**src/rtl/mem_stage.sv**
```systemverilog
// MEM stage of the 5-stage in-order pipeline: completes data-SRAM accesses,
// holds an early response while WB stalls, aligns load data and forwards to ID.
module mem_stage (
    input  logic        clk,
    input  logic        reset,
    output logic        mem_allow_in,
    input  logic        ex_to_mem_valid,
    input  logic [74:0] ex_to_mem_bus,
    input  logic        wb_allow_in,
    output logic        mem_to_wb_valid,
    output logic [69:0] mem_to_wb_bus,
    output logic [38:0] mem_to_id_bus,
    input  logic        data_sram_data_ok,
    input  logic [31:0] data_sram_rdata
);

    logic        mem_valid_q, mem_valid_d;
    logic [74:0] mem_reg_q, mem_reg_d;
    logic        buf_valid_q, buf_valid_d;
    logic [31:0] buf_data_q, buf_data_d;

    logic [31:0] pc;
    logic [31:0] alu_result;
    logic        reg_we;
    logic [4:0]  reg_waddr;
    logic        mem_req;
    logic        res_from_mem;
    logic [2:0]  load_op;

    logic        mem_ready_go;
    logic        leaving;
    logic [31:0] raw;
    logic [7:0]  byte_sel;
    logic [15:0] half_sel;
    logic [31:0] load_data;
    logic [31:0] final_result;
    logic        fwd_we;
    logic        load_pending;

    assign {pc, alu_result, reg_we, reg_waddr, mem_req, res_from_mem, load_op} = mem_reg_q;

    // A buffered response counts as arrival, so a stalled instruction stays ready.
    assign mem_ready_go    = !mem_req || data_sram_data_ok || buf_valid_q;
    assign mem_allow_in    = !mem_valid_q || (mem_ready_go && wb_allow_in);
    assign mem_to_wb_valid = mem_valid_q && mem_ready_go;
    assign leaving         = mem_to_wb_valid && wb_allow_in;

    always_comb begin
        mem_valid_d = mem_valid_q;
        mem_reg_d   = mem_reg_q;
        if (mem_allow_in) begin
            mem_valid_d = ex_to_mem_valid;
            if (ex_to_mem_valid) begin
                mem_reg_d = ex_to_mem_bus;
            end
        end
    end

    // Clear on departure takes priority; fill only when data arrives but WB stalls.
    always_comb begin
        buf_valid_d = buf_valid_q;
        buf_data_d  = buf_data_q;
        if (leaving) begin
            buf_valid_d = 1'b0;
        end else if (mem_valid_q && mem_req && !buf_valid_q
                     && data_sram_data_ok && !wb_allow_in) begin
            buf_valid_d = 1'b1;
            buf_data_d  = data_sram_rdata;
        end
    end

    always_ff @(posedge clk) begin
        if (reset) begin
            mem_valid_q <= 1'b0;
            buf_valid_q <= 1'b0;
        end else begin
            mem_valid_q <= mem_valid_d;
            buf_valid_q <= buf_valid_d;
        end
        mem_reg_q  <= mem_reg_d;
        buf_data_q <= buf_data_d;
    end

    assign raw = buf_valid_q ? buf_data_q : data_sram_rdata;

    always_comb begin
        byte_sel = raw[7:0];
        case (alu_result[1:0])
            2'd0:    byte_sel = raw[7:0];
            2'd1:    byte_sel = raw[15:8];
            2'd2:    byte_sel = raw[23:16];
            default: byte_sel = raw[31:24];
        endcase
        half_sel = alu_result[1] ? raw[31:16] : raw[15:0];

        load_data = raw;
        case (load_op)
            3'b001:  load_data = {{24{byte_sel[7]}}, byte_sel};
            3'b101:  load_data = {24'd0, byte_sel};
            3'b010:  load_data = {{16{half_sel[15]}}, half_sel};
            3'b110:  load_data = {16'd0, half_sel};
            default: load_data = raw;
        endcase
    end

    assign final_result = res_from_mem ? load_data : alu_result;

    assign fwd_we       = mem_valid_q && reg_we;
    assign load_pending = mem_valid_q && res_from_mem && !mem_ready_go;

    assign mem_to_wb_bus = {pc, final_result, reg_we, reg_waddr};
    assign mem_to_id_bus = {fwd_we, reg_waddr, final_result, load_pending};

endmodule

```
**config.mk**
```make
export PLATFORM = sky130hd
export DESIGN_NAME = mem_stage
export DESIGN_NICKNAME = d
export VERILOG_FILES = /design/src/rtl/mem_stage.sv
export SDC_FILE = /design/constraint.sdc
export NUM_CORES = 1
export LEC_CHECK = 0
export BUFFER_PORTS_ARGS = -buffer_cell sky130_fd_sc_hd__buf_2
export CORE_MARGIN = 5
export CORE_UTILIZATION = 45
export CTS_CLUSTER_DIAMETER = 200
export DETAILED_ROUTE_END_ITERATION = 6
export GPL_ROUTABILITY_DRIVEN = 0
export PLACE_DENSITY = 0.79
export SYNTH_ARGS = -nofsm -noshare
export SYNTH_HDL_FRONTEND = slang
export SYNTH_SLANG_ARGS = --single-unit
```
**constraint.sdc**
```tcl
create_clock -name clk -period 14.49 [get_ports clk]
set_input_delay 2.898 -clock clk [delete_from_list [all_inputs] [get_ports clk]]
set_output_delay 2.898 -clock clk [all_outputs]
set_load 0.02 [all_outputs]
```
==> flow_summary.toml, run 1 <==
[setup_path]
start_kind = "input port"
crit_type = "input port to output port"
endpoint_kind = "output port"
crit_required_ns = 11.59
path_max_fanout = 16
arrival_ns = 4.71

[grt]
grtUsageMet2_pct = 29.82
grt_max_degree = 76
grt_antenna_before_repair = 0
grt.busiest_layer = "met2"
overflow = 0
track_usage_pct = 19.04
grt_pass1_wl_mm = 21.00
grt_use_met1_pct = 25.44
grt_pass1_vias = 3772
met3_usage_pct = 5.014

[floorplan]
start_util_pct = 45.96
io-pin-count = 223
placementRows = 39
dieArea_sq_um = 13980
die_y_um = 118.2
core-area_sq_um = 11470
die_width_um = 118.2

[hold_path]
hold_class = "flip-flop to flip-flop"

[logic_synthesis]
synthArstFlopShare_pct = 0
netlist_area_sq_um = 5270
synth_edf_count = 107
ys_warn_count = 0
ys_ff_latch = 109
synth_fa_ha_area_share_pct = 0
synth_top_family_by_area = "buffers and inverters"
syn_avg_cell_area_sq_um = 13.31
synth_compound_area_share_pct = 12.11
postSynthCellCount = 396
synth_xor_area_share_pct = 0.1662
synthMuxAreaShare_pct = 7.336
synth_ff_type = "edfxtp_1"
ys_seq_area_share_pct = 61.73
ys_types = 45
synth_simple_gate_area_share_pct = 4.891
synth_fp_nets = 508

[power_and_ir_drop]
pwr-share-seq_pct = 50.3
clock_power_share_pct = 31.0
powerDensity_nw_per_um2 = 119.5
comb_power_share_pct = 18.7
ir_drop_mv = 0.08783
p_leak_uw = 0.002473
power.net_switching_uw = 209.0
total_power_uw = 739.3
intPower_uw = 530.3
netSwitchingFraction_pct = 28.27

[sta]
hold_ws_ns = 0.5961
report.final.slew_viol_count = 0
rsz0062_at_grt = "no"
finalHoldViolCount = 0
finalSetupTns_ns = 0
slew_headroom_pct = 21.81
setup_viol = 0
finalCritPeriodShare_pct = 52.51
fin_crit_ns = 7.608
worstMarginPinSlew_ns = 1.168
clock.fmax_mhz = 131.4
worst_clock_skew_ns = 0.005729

[clocking]
post_cts_resized = 0
insertion_delay_ns = 0.35
cts.sinks = 109
path_clk_slew_ns = 0.07
cts-hold-fix-buffers = 0
root_buffer = "clkbuf_16"
cts_made_buffers = 9
cts_max_path_buffers = 2
cts_tree = "built"
ctsHtreeMaxLevel = 3
cts_setup_buffers = 0

[flow_run]
maxCapViolations = 0

[final_layout]
area.growth.synth_to_final_pct = 17.38
final_cells = 679
diodes = 0
fin_area_sq_um = 6186
final_layout_size_suffix_gt1_share_pct = 47.76
fin_nets = 644

[routing]
detail_route.wl_per_cell_um = 20.03
drt-total-wl_mm = 13.60
first_iter_violations = 238
ant_nets = 0
drc_errors = 0
avgViaCountPerCell = 5.393
vias = 3662
drt_pass1_iterations = 7

[placement]
dp.cells = 664
dpl_cell_area_sq_um = 5912
io_buffers = 222
post-dp-hpwl_mm = 10.37

[status]
status = "completed"
-- power groups by stage --
stage	combinational (uW)	sequential (uW)	clock [uW]
after global routing	149	373	251
after global placement	137	378	0
after CTS	140	372	235
after floorplan	108	376	0
after detailed placement	139	379	0
final	138	372	229
-- cells by family after synthesis --
group,count (synthesis)
simple gates,53
flops,109
mux,35
buf+inv,108
compound gates,90
xor+xnor,1
-- sequential cells by signal, summed over array words and instances, names as in the netlist --
name and count:
buf_valid_q 1, buf_data_q 32, mem_reg_q 75, mem_valid_q 1
-- worst paths after layout --
check	slack (ns)	startpoint	to	depth (start not counted)
setup / recovery	6.88	data_sram_rdata[15]	mem_to_id_bus[25]	5
hold / removal	0.60	mem_valid_q	mem_valid_q	2
setup reg to reg	11.84	buf_valid_q	mem_reg_q[17]	5
hold reg to reg	0.60	mem_valid_q	mem_valid_q	2
-- synthesized netlist by cell type, types with 2 or more instances --
library cell	n	area, sq um
a21oi_1	13	65.06
mux2_2	5	56.30
nand3_1	7	35.03
mux4_2	2	45.04
buf_4	78	585.6
nand2b_1	2	12.51
nor2_1	5	18.77
o32a_1	19	190.2
clkbuf_1	16	60.06
nor2b_1	2	12.51
inv_1	5	18.77
edfxtp_1	107	3213
a221o_1	2	20.02
and2_1	2	12.51
mux2i_1	27	270.3
a22o_1	6	52.55
dfxtp_1	2	40.04
nand3b_1	2	15.01
o22a_1	4	35.03
buf_6	3	33.78
a31oi_1	8	50.05
buf_2	4	20.02
or3b_2	2	17.52
o21ai_0	26	130.1
nand2_1	27	101.4
-- per-stage QoR --
| step | utilization, % | setup WS, ns |
|---|---|---|
| 6_report | 53.94 | 6.882 |
| 5_1_grt | 53.94 | 6.786 |
| 4_1_cts | 53.94 | 6.893 |
| 3_5_place_dp | 51.55 | 6.896 |
| 3_3_place_gp | 51.55 | 6.959 |
| 2_1_floorplan | - | 7.118 |
-- layout by cell type, fill, tap and decap left out, types with 2 or more instances in the layout --
cell,Yosys,final
buf_2,4,222
edfxtp_1,107,107
nand2_1,27,27
mux2i_1,27,27
o21ai_0,26,26
o32a_1,19,19
a21oi_1,13,12
clkbuf_16,0,9
a31oi_1,8,8
nand3_1,7,7
a22o_1,6,6
mux2_2,5,5
nor2_1,5,5
inv_1,5,5
buf_4,78,5
o22a_1,4,4
clkinv_4,0,4
nand2b_1,2,2
mux4_2,2,2
nor2b_1,2,2
a221o_1,2,2
or3b_2,2,2
nand3b_1,2,2
and2_1,2,2
-- layer usage --
metal  part of all wire, %  wire length [um]
met2                    47              6397
met4                   2.1               292
met5                     0                 0
met1                    42              5671
met3                   9.1              1239
-- worst max-delay path: stages --
cell and delay [ns]:
buf_2 0.10, mux4_2 0.25, nor3b_2 0.93, o32a_1 0.34, buf_2 0.19
-- area by class of cell --
type                       count  area (sq um)
tap                          143         178.9
clock inverter                 6         48.80
inverter                       6         22.52
fill                         938          5281
sequential                   109          3254
timing repair buffer         227          1149
clock buffer                   9         225.2
multi-input combinational    179          1308
Note: power is estimated with default switching activity, not from simulation.
==> run 2, diff against run 1 <==
clock period = 7.8 ns   (was 14.49 ns; I/O delays follow)
==> run 2 against run 1 <==
Against the previous run:
- count of clock-buffer cells in the layout unchanged
- first-iteration DRC count shrank 26%
- clock power up 100%
- flip-flop and latch count stayed put
- critical path type unchanged
- critical endpoint unchanged
- highest routed layer unchanged
==> flow_summary.toml, run 2 (synthesis gave the netlist of run 1 again) <==
[status]
status = "completed"

[power_and_ir_drop]
intPower_uw = 996.4
p_leak_uw = 0.002488
netSwitchingFraction_pct = 29.22
power.net_switching_uw = 411.4
clock_power_share_pct = 32.7
pwr-share-seq_pct = 49.1
powerDensity_nw_per_um2 = 226.4
ir_drop_mv = 0.1859
comb_power_share_pct = 18.3

[grt]
overflow = 0
grt_max_degree = 76
grt_antenna_before_repair = 0
grt_pass1_vias = 3802
grt_pass1_wl_mm = 21.29
track_usage_pct = 19.31

[setup_path]
r2r_start = "buf_valid_q"
max_stage_delay_ns = 0.95
path_max_fanout = 16
start_kind = "input port"
crit_top_cell = "buf_2"
arrival_ns = 3.39
critPathSlowestCell = "nor3b_2"
endpoint_kind = "output port"
crit_required_ns = 6.24
crit_type = "input port to output port"
critPathLaunch = "data_sram_rdata[15]"
crit_chain = "buf_2 -> mux4_2 -> nor3b_2 -> o32a_1 -> buf_2"

[final_layout]
area.growth.synth_to_final_pct = 17.97
final_cell_mix = "buf_2, edfxtp_1, nand2_1, mux2i_1, o21ai_0"
reg.largest.list = "mem_reg_q: 75 flops, buf_data_q: 32 flops"
final_layout_size_suffix_gt1_share_pct = 47.86
fin_nets = 644
largest_reg_flops = 75
top_register = "mem_reg_q"
final_cells = 680
diodes = 0
final_common_cell = "buf_2"

[sta]
finalSetupTns_ns = 0
finalCritPeriodShare_pct = 63.40
worstMarginPinSlew_ns = 1.201
rsz0062_at_grt = "no"
clock.fmax_mhz = 202.2
setup_viol = 0
slew_headroom_pct = 19.59
report.final.slew_viol_count = 0
finalHoldViolCount = 0
fin_crit_ns = 4.946
worst_clock_skew_ns = 0.007549

[floorplan]
dieArea_sq_um = 13980
core-area_sq_um = 11470
io-pin-count = 223
placementRows = 39
die_width_um = 118.2
start_util_pct = 45.96
die_y_um = 118.2

[clocking]
cts.sinks = 109
cts_max_path_buffers = 2
root_buffer = "clkbuf_16"
path_clk_slew_ns = 0.07
post_cts_resized = 0
ctsHtreeMaxLevel = 3
cts_made_buffers = 9
cts_setup_buffers = 0
cts-hold-fix-buffers = 0
insertion_delay_ns = 0.35
cts_tree = "built"

[flow_run]
maxCapViolations = 0

[hold_path]
holdCritStartpoint = "mem_valid_q"
hold_class = "flip-flop to flip-flop"

[routing]
vias = 3647
drc_errors = 0
first_iter_violations = 175
drt_pass1_iterations = 4
drt-total-wl_mm = 13.82
detail_route.wl_per_cell_um = 20.32
ant_nets = 0
avgViaCountPerCell = 5.363

[placement]
dp.cells = 664
post-dp-hpwl_mm = 10.43
io_buffers = 222
run 2: path summary, 6_finish.rpt:
check | endpoint | slack [ns] | cells past startpoint
min reg2reg | mem_valid_q | 0.59 | 2
max | mem_to_id_bus[25] | 2.85 | 5
max reg2reg | mem_reg_q[16] | 5.15 | 5
min | mem_valid_q | 0.59 | 2
run 2: through the flow:
| step | total power, uW | setup slack, ns | instance area [sq um] | hold WS (ns) | util [%] |
|---|---|---|---|---|---|
| 5_1_grt | 1467 | 2.742 | 6217 | 0.6118 | 54.22 |
| 3_3_place_gp | 957.6 | 2.945 | 5912 | 0.5544 | 51.55 |
| 6_report | 1408 | 2.854 | 6217 | 0.5948 | 54.22 |
| 4_1_cts | 1423 | 2.859 | 6217 | 0.5956 | 54.22 |
| 2_1_floorplan | 899.1 | 1.885 | 5270 | 0.5171 | - |
| 3_5_place_dp | 963.1 | 2.880 | 5912 | 0.5799 | 51.55 |
run 2: cell type report:
| cell class | instances | area (sq um) |
|---|---|---|
| clock buffer | 9 | 225.2 |
| fill | 933 | 5250 |
| inverter | 6 | 22.52 |
| clock inverter | 7 | 80.08 |
| timing repair buffer | 227 | 1149 |
| tap | 143 | 178.9 |
| multi-input combinational | 179 | 1308 |
| sequential | 109 | 3254 |
run 2: worst max-delay path, delay by kind of cell:
kind	cells	cell delay (ns)
simple gates	1	0.95
compound gates	1	0.34
buf+inv	2	0.29
mux	1	0.24
run 2: routing by layer:
layer | global-route usage, % | wire (um)
met1 | 24.79 | 5757
met2 | 31.54 | 6561
met3 | 6.734 | 1270
met4 | 4.659 | 229
met5 | 0 | 0
run 2: power by group through the flow:
stage / Sequential (uW) / Clock [uW] / Combinational (uW)
after floorplan: 698 / 0 / 201
after global placement: 703 / 0 / 255
after detailed placement: 704 / 0 / 259
after CTS: 691 / 472 / 260
after global routing: 693 / 497 / 276
final: 691 / 460 / 257
==> run 3, diff against run 2 <==
ABC_AREA = 1   (was not set)
CORE_UTILIZATION = 44   (was 45)
PLACE_DENSITY = 0.8   (was 0.79)
clock period = 3.99 ns   (was 7.8 ns; I/O delays follow)
==> run 3 against run 2 <==
Against the previous run:
- setup slack lost 2.1 ns
- combinational power rose by 98%
- cell count increased by 27%
- final area increased by 4.3%
- highest routed layer unchanged
- largest power group unchanged
- wire length is 0.72% higher
- global-route usage shrank 0.84 points
- synthesized cell count increased by 39%
- critical path depth rose by 3
- hold slack got worse by 0.011 ns
- sequential power increased by 94%
- clock skew up 0.0013 ns
- critical endpoint is now mem_to_wb_bus[28]
==> flow_summary.toml, run 3 <==
[sta]
finalCritPeriodShare_pct = 81.15
worstMarginPinSlew_ns = 0.5864
finalHoldViolCount = 0
finalSetupTns_ns = 0
rsz0062_at_grt = "no"
report.final.slew_viol_count = 0
fin_crit_ns = 3.238
slew_headroom_pct = 60.85
clock.fmax_mhz = 308.8
setup_viol = 0
worst_clock_skew_ns = 0.008846

[setup_path]
r2r_slack_ns = 1.83
crit_required_ns = 3.19
path_max_fanout = 29
endpoint_kind = "output port"
arrival_ns = 2.44
timing.rr.end = "mem_reg_q[24]"
crit_type = "flip-flop to output port"
reg2reg_depth = 5
r2r_start = "buf_valid_q"
start_kind = "flip-flop"

[placement]
dpl_cell_area_sq_um = 6200
post-dp-hpwl_mm = 10.71
dp.cells = 850
io_buffers = 222

[logic_synthesis]
netlist_area_sq_um = 5508
syn_avg_cell_area_sq_um = 9.996
yosysTopAreaCellShare_pct = 58.34
ys_types = 29
yosys-top-cells-count = "nand2_1, edfxtp_1, buf_4"
postSynthCellCount = 551
yosysTopAreaCell = "edfxtp_1"
ys_seq_area_share_pct = 59.06
ys_ff_latch = 109
synth_ff_type = "edfxtp_1"
synthArstFlopShare_pct = 0
ys_warn_count = 0
synth_edf_count = 107
yosysMostFrequentCell = "nand2_1"
yosys-top-cells-area = "edfxtp_1, buf_4, nand2_1, nand3_1, inv_1"
synth_fp_nets = 663

[grt]
grt.busiest_layer = "met2"
grt_max_degree = 68
grt_pass1_wl_mm = 20.94
grt_antenna_before_repair = 0
grt_pass1_vias = 4022
met3_usage_pct = 5.571
grt_use_met1_pct = 22.78
track_usage_pct = 18.47
overflow = 0
grtUsageMet2_pct = 30.49

[final_layout]
final_cells = 866
final_cell_mix = "buf_2, nand2_1, edfxtp_1"
reg.largest.list = "mem_reg_q: 75 flops, buf_data_q: 32 flops"
fin_nets = 805
fillCellCount = 1079
fin_area_sq_um = 6486
largest_reg_flops = 75
diodes = 0
area.growth.synth_to_final_pct = 17.76
final_common_cell = "buf_2"
top_register = "mem_reg_q"
final_layout_size_suffix_gt1_share_pct = 39.68
multi_input_area_sq_um = 1436
ff_latch_area_sq_um = 3253

[floorplan]
die_y_um = 121.9
die_width_um = 121.9
placementRows = 40
core-area_sq_um = 12160
dieArea_sq_um = 14850
io-pin-count = 223
start_util_pct = 45.29

[routing]
first_iter_violations = 243
avgViaCountPerCell = 4.742
drc_errors = 0
drt-total-wl_mm = 13.92
drt_pass1_iterations = 5
detail_route.wl_per_cell_um = 16.07
vias = 4107
ant_nets = 0

[power_and_ir_drop]
powerDensity_nw_per_um2 = 416.1
comb_power_share_pct = 18.9
clock_power_share_pct = 31.5
power.net_switching_uw = 760.3
intPower_uw = 1939
pwr-share-seq_pct = 49.6
netSwitchingFraction_pct = 28.17
p_leak_uw = 0.003009
ir_drop_mv = 0.3441

[hold_path]
hold_end = "mem_valid_q"
min_path_cells = 2
holdCritStartpoint = "mem_valid_q"
hold_class = "flip-flop to flip-flop"

[status]
status = "completed"

[clocking]
insertion_delay_ns = 0.35
cts_setup_buffers = 0
path_clk_slew_ns = 0.07
cts_max_path_buffers = 2
cts_made_buffers = 9
ctsHtreeMaxLevel = 3
post_cts_resized = 0
cts-hold-fix-buffers = 0
cts.sinks = 109
cts_tree = "built"
root_buffer = "clkbuf_16"

[flow_run]
maxCapViolations = 0
run 3: cell types whose count changed after synthesis, sizes merged, moves of 9 or more:
cell    change
nand3      +20
o32a       -19
clkbuf      -9
or2        +18
nor2       +29
a21oi      +13
o21ai      -12
nand2     +139
mux2i      -24
inv        +32
run 3: layout make-up:
cell class	instances	area share (%)
clock inverters	5	0.6752
multi-input cells	309	22.15
inverters	37	2.141
repair buffers	227	17.90
well taps	168	3.241
clock buffers	11	3.742
flip-flops and latches	109	50.15
run 3: layer usage:
layer	vias up	part of all wire, %
li1	2033	-
met1	1863	40
met2	190	49
met3	21	8.8
met4	0	2.2
met5	-	0
run 3: stage by stage:
step	setup slack, ns	hold WS, ns	total power, uW	utilization [%]
after floorplan	0.3545	0.6591	1754	-
after global placement	1.035	0.5739	1870	50.98
after detailed placement	1.067	0.5748	1878	50.98
after CTS	0.7263	0.5858	2721	53.33
after global routing	0.5592	0.5981	2819	53.33
final	0.7520	0.5842	2699	53.33
run 3: worst max path at each step:
stage,from,endpoint,slack (ns),cells after the start
floorplan,data_sram_data_ok,mem_reg_q[0],0.35,3
global placement,data_sram_rdata[31],mem_to_wb_bus[28],1.03,8
detailed placement,data_sram_rdata[31],mem_to_wb_bus[22],1.07,8
CTS,buf_valid_q,mem_to_wb_bus[22],0.73,8
global route,buf_valid_q,mem_to_wb_bus[28],0.56,8
finish,buf_valid_q,mem_to_wb_bus[28],0.75,8
run 3: power groups by stage:
stage / Combinational (uW) / Clock (uW) / Sequential (uW)
4_1_cts: 514 / 866 / 1340
3_3_place_gp: 507 / 0 / 1360
2_1_floorplan: 391 / 0 / 1360
5_1_grt: 554 / 920 / 1340
6_report: 510 / 849 / 1340
3_5_place_dp: 512 / 0 / 1370
run 3: kinds of logic after synthesis:
group           count (synthesis)  synth area share (%)
compound gates                 57                 5.884
mux                             3                0.5452
flops                         109                 59.06
simple gates                  249                 19.40
buf+inv                       133                 15.11
run 3: worst max-delay path: stages, from the launching register on:
cell,delay (ns)
dfxtp_1,0.38
inv_2,0.41
nand2_1,0.18
nand3_1,0.14
nand4_2,0.39
nand3_1,0.24
nand2_1,0.08
inv_1,0.08
buf_2,0.17
